### src/rtl/adder_pkg.sv
// adder_pkg: shared widths and saturation limits for the registered CLA adder.
package adder_pkg;
  localparam int DATA_W = 32;
  localparam int GROUP_W = 4;
  localparam logic [DATA_W-1:0] SAT_POS_MAX = {1'b0, {(DATA_W-1){1'b1}}};
  localparam logic [DATA_W-1:0] SAT_NEG_MIN = {1'b1, {(DATA_W-1){1'b0}}};
endpackage

### src/rtl/cla_group.sv
// cla_group: GROUP-bit carry-lookahead slice.
// Ports: a, b operands; cin carry in; sum slice sum; g/p group generate/propagate; cout carry out.
module cla_group
  import adder_pkg::*;
#(
  parameter int GROUP = GROUP_W
) (
  input  logic [GROUP-1:0] a,
  input  logic [GROUP-1:0] b,
  input  logic             cin,
  output logic [GROUP-1:0] sum,
  output logic             g,
  output logic             p,
  output logic             cout
);
  logic [GROUP-1:0] gi, pi, t, pr;
  logic [GROUP:0] c;
  assign gi = a & b;
  assign pi = a ^ b;
  // t[i]: carry out of bit i assuming cin=0; pr[i]: AND of propagates over bits i..0.
  always_comb begin
    t = '0;
    pr = '0;
    for (int i = 0; i < GROUP; i++) begin
      t[i] = gi[i];
      pr[i] = pi[i];
      for (int j = i - 1; j >= 0; j--) begin
        t[i] = t[i] | (pr[i] & gi[j]);
        pr[i] = pr[i] & pi[j];
      end
    end
  end
  assign c = {t | (pr & {GROUP{cin}}), cin};
  assign sum = pi ^ c[GROUP-1:0];
  assign g = t[GROUP-1];
  assign p = pr[GROUP-1];
  assign cout = c[GROUP];
endmodule

### src/rtl/adder.sv
// adder: registered two-operand adder built from rippled carry-lookahead groups.
// Ports: clk, rst_n (sync, active-low); in_valid, number1, number2, carry_in in;
// res, out_valid, carry_out, overflow, zero, negative out (one cycle later).
// Option: define ADDER_SATURATE_EN to clamp res to the signed extreme on overflow.
module adder
  import adder_pkg::*;
#(
  parameter int WIDTH = DATA_W,
  parameter int GROUP = GROUP_W
) (
  input  logic             clk,
  input  logic             rst_n,
  input  logic             in_valid,
  input  logic [WIDTH-1:0] number1,
  input  logic [WIDTH-1:0] number2,
  input  logic             carry_in,
  output logic [WIDTH-1:0] res,
  output logic             out_valid,
  output logic             carry_out,
  output logic             overflow,
  output logic             zero,
  output logic             negative
);
  localparam int N = WIDTH / GROUP;
  logic [WIDTH-1:0] sum, r;
  logic [N:0] c;
  logic [N-1:0] gg, pg, unused_cout;
  logic ov;
  assign c[0] = carry_in;
  for (genvar k = 0; k < N; k++) begin : g_cla
    cla_group #(.GROUP(GROUP)) u_grp (
      .a   (number1[k*GROUP +: GROUP]),
      .b   (number2[k*GROUP +: GROUP]),
      .cin (c[k]),
      .sum (sum[k*GROUP +: GROUP]),
      .g   (gg[k]),
      .p   (pg[k]),
      .cout(unused_cout[k])
    );
    // Inter-group carry from group generate/propagate, rippled group to group.
    assign c[k+1] = gg[k] | (pg[k] & c[k]);
  end
  assign ov = (number1[WIDTH-1] == number2[WIDTH-1]) && (sum[WIDTH-1] != number1[WIDTH-1]);
`ifdef ADDER_SATURATE_EN
  // Overflow direction follows the operand sign: negative operands clamp low.
  assign r = ov ? (number1[WIDTH-1] ? SAT_NEG_MIN : SAT_POS_MAX) : sum;
`else
  assign r = sum;
`endif
  always_ff @(posedge clk) begin
    if (!rst_n) begin
      res <= '0;
      out_valid <= 1'b0;
      carry_out <= 1'b0;
      overflow <= 1'b0;
      zero <= 1'b0;
      negative <= 1'b0;
    end else begin
      out_valid <= in_valid;
      if (in_valid) begin
        res <= r;
        carry_out <= c[N];
        overflow <= ov;
        zero <= (r == '0);
        negative <= r[WIDTH-1];
      end
    end
  end
endmodule

### config.mk
export PLATFORM = sky130hd
export DESIGN_NAME = adder
export DESIGN_NICKNAME = d
export VERILOG_FILES = /design/src/rtl/adder_pkg.sv /design/src/rtl/cla_group.sv /design/src/rtl/adder.sv
export SDC_FILE = /design/constraint.sdc
export NUM_CORES = 1
export LEC_CHECK = 0
export ABC_AREA = 1
export CAP_MARGIN = 10
export CORE_ASPECT_RATIO = 0.8
export CORE_MARGIN = 4
export CORE_UTILIZATION = 43
export DETAILED_ROUTE_END_ITERATION = 8
export GPL_TIMING_DRIVEN = 0
export PLACE_DENSITY_LB_ADDON = 0.05
export SLEW_MARGIN = 20
export SYNTH_ARGS = -nofsm -noshare
export SYNTH_HDL_FRONTEND = slang
export SYNTH_SLANG_ARGS = --single-unit
### constraint.sdc
create_clock -name clk -period 5.1 [get_ports clk]
set_clock_uncertainty 0.05 [all_clocks]
set_input_delay 1.53 -clock clk [delete_from_list [all_inputs] [get_ports clk]]
set_output_delay 1.53 -clock clk [all_outputs]
set_load 0.1 [all_outputs]
==> results.yml <==
detailed_routing:
  drt-initial-drc-count: 143
  drt_pass1_iterations: 6
  wl_per_cell_um: 14.4
  drc: 0
  vias: 3044
  via_per_inst: 4.98
  antenna_left: 0
  wirelength_mm: 8.81
finish:
  antenna_cells: 0
  register_area_um2: 721
  layout_commonest_cell: "nand2_1"
  final_cell_mix: "nand2_1, clkdlybuf4s50_1, inv_1"
  fin_nets: 635
  syn2layout_area_growth_pct: 60.9
  multi_input_area_um2: 2170
  fillCellCount: 548
  drive_gt1_share_pct: 23.1
  finalInstanceArea_um2: 4530
yosys:
  syn_inst: 390
  synthTopCellsByArea: "dfxtp_1, ha_1, nand2_1, inv_1, nor2_1"
  yosysTopAreaCell: "dfxtp_1"
  synth_warnings: 0
  synth_cell_types: 30
  syn_nets: 498
  yosysTopAreaCellShare_pct: 25.6
  ys_seq_area_share_pct: 25.6
  synth-seq-cells: 36
  synth.cell_area_um2: 2820
  syn_area_per_cell_um2: 7.22
critical_path:
  path_max_fanout: 3
  cp_top_family: "simple AND/OR/NAND/NOR gates"
  cp.buffers_inverters: 1
  slowest_stage: "clkdlybuf4s50_1"
  worstPathRequired_ps: 5270
  path_class: "input pin to register"
  cp-start-kind: "input pin"
  worst-endpoint-arrival_ps: 5210
  crit_top_cell: "nand2_1"
  endpoint_kind: "register"
  critPathMaxStageDelay_ps: 510
placed_design:
  dp_slack_ps: -907
  hpwl_mm: 6.34
  portBuffers: 102
  gp_congestion: 0.806
  dpl-instance-area_um2: 3940
clocking:
  h-tree-depth: 2
  clock-sinks: 36
  cts_root_buf: "clkbuf_8"
  cts_tree: "built"
  hold_buffers: 0
  clk_path_buf_depth: 2
  clk_pin_slew_ps: 80
  cts_made_buffers: 5
  insertion_delay_ps: 290
timing:
  relSlewSlack_pct: 31.3
  setup_violations: 0
  hold_viol_final: 0
  fin_ws_ps: 62.2
  tightest_slew_ps: 1030
  finalCriticalPeriod_ps: 5040
  tns_ps: 0
  rsz0062_at_grt: "true"
  post-route-period-util_pct: 98.8
  maxSlewViolCount: 0
  fmax_mhz: 199
grt:
  grt.total_usage_pct: 22.0
  antenna_found_initial: 0
  grt_remaining_overflow: 0
  grt_max_degree: 12
  grt_pass1_wl_mm: 14.1
  grt_pass1_vias: 3032
floorplan:
  fp.dieArea_um2: 7910
  ios: 105
  core-area_um2: 6380
  initial_core_util_pct: 44.2
  die_w_um: 98.5
  rows: 26
  die_h_um: 80.4
power_and_ir_drop:
  power_frac_comb_pct: 55.2
  p_leak_nw: 2.19
  p_sw_share_pct: 45.9
  p_sw_w: 0.000530
  power.internal_w: 0.000625
  clock_power_share_pct: 16.9
  seqPwrFrac_pct: 27.9
  cellPowerDensity_nw_per_um2: 255
  ir_worst_vdd_v: 0.000157
run:
  drv_cap: 0
hold_path:
  min_path_type: "register to register"
outcome:
  status: "finished clean"
[routing by layer]
layer  GRT usage, %  vias to the layer above  share of wire (%)  wire length [um]
li1               -                     1534                  -                 -
met5              0                        -                  0                 0
met2           39.1                       90                 49              4280
met3           5.82                       15                6.7               590
met1           26.7                     1405                 43              3810
met4           4.77                        0                1.5               135
[path summary, 6_finish.rpt]
check | startpoint | to | slack [ps] | cells past startpoint
worst max-delay path | number1[21] | zero | 60 | 26
worst min-delay path | overflow | overflow | 420 | 2
worst max register to register | res[25] | res[25] | 4280 | 4
worst min register to register | overflow | overflow | 420 | 2
[state kept, by name (all words and copies together), names as in the netlist]
register,count
overflow,1
carry_out,1
res,32
zero,1
out_valid,1
[power groups by stage]
stage	logic, W	clock network [W]	registers, W
after floorplan	0.000201	0	0.000519
after global placement	0.000550	0	0.000328
after detailed placement	0.000556	0	0.000328
after CTS	0.000612	0.000198	0.000322
after global routing	0.000685	0.000212	0.000325
final	0.000637	0.000195	0.000322
[cell usage after synthesis]
master,n
nand2_1,70
nor2_1,43
clkbuf_1,9
inv_2,1
ha_1,32
nand3_2,1
o211a_1,1
a31oi_1,1
or2_1,1
a21oi_2,1
xnor2_1,4
o21bai_1,1
o21ai_2,1
o21ai_0,20
o211ai_1,15
buf_4,2
nand2_4,10
nor3b_1,1
nand3_1,26
nor3_1,6
clkinv_1,1
o21ai_1,1
nand4_1,1
a21o_1,1
nand2_2,6
dfxtp_1,36
fa_1,8
a21oi_1,23
inv_1,58
xor2_1,9
[per-stage QoR]
step | hold WS, ps | util, % | total power, W | instances
after floorplan | 854 | - | 0.000719 | 390
after global placement | 407 | 61.8 | 0.000878 | 576
after detailed placement | 407 | 61.8 | 0.000885 | 576
after CTS | 419 | 69.4 | 0.00113 | 607
after global routing | 462 | 71.1 | 0.00122 | 611
final | 418 | 71.1 | 0.00115 | 611
[cell type report]
cell class	instances	share of cell area [%]
Inverter	60	5.03
Clock inverter	2	0.276
Multi-Input combinational cell	283	47.9
Tap cell	84	2.32
Sequential cell	36	15.9
Timing Repair Buffer	130	26.0
Buffer	11	1.08
Clock buffer	5	1.52
[worst reg2reg max path: cells and delay by family (launching register included)]
family | cells | cell delay, ps
compound gates | 1 | 90
flops | 1 | 310
buf+inv | 1 | 70
simple gates | 2 | 180
[kinds of logic after synthesis]
group / Yosys count / share of synthesized area (%)
AOI/OAI and AO/OA: 65 / 13.6
xor gates and xnor gates: 13 / 4.04
adders and majority gates: 40 / 19.9
buffers and inverters: 71 / 9.73
DFF: 36 / 25.6
and+or+nand+nor: 165 / 27.2
[what timing repair did]
| item | 4_1_cts | 5_1_grt |
|---|---|---|
| gates cloned | 0 | 0 |
| buffers inserted | 24 | 4 |
| setup endpoints to repair | 1 | 1 |
| gates resized for setup | 131 | 25 |
| endpoints found under the hold margin | 0 | 0 |
| pin swaps | 45 | 34 |
Power figures use the tool's default switching activity.
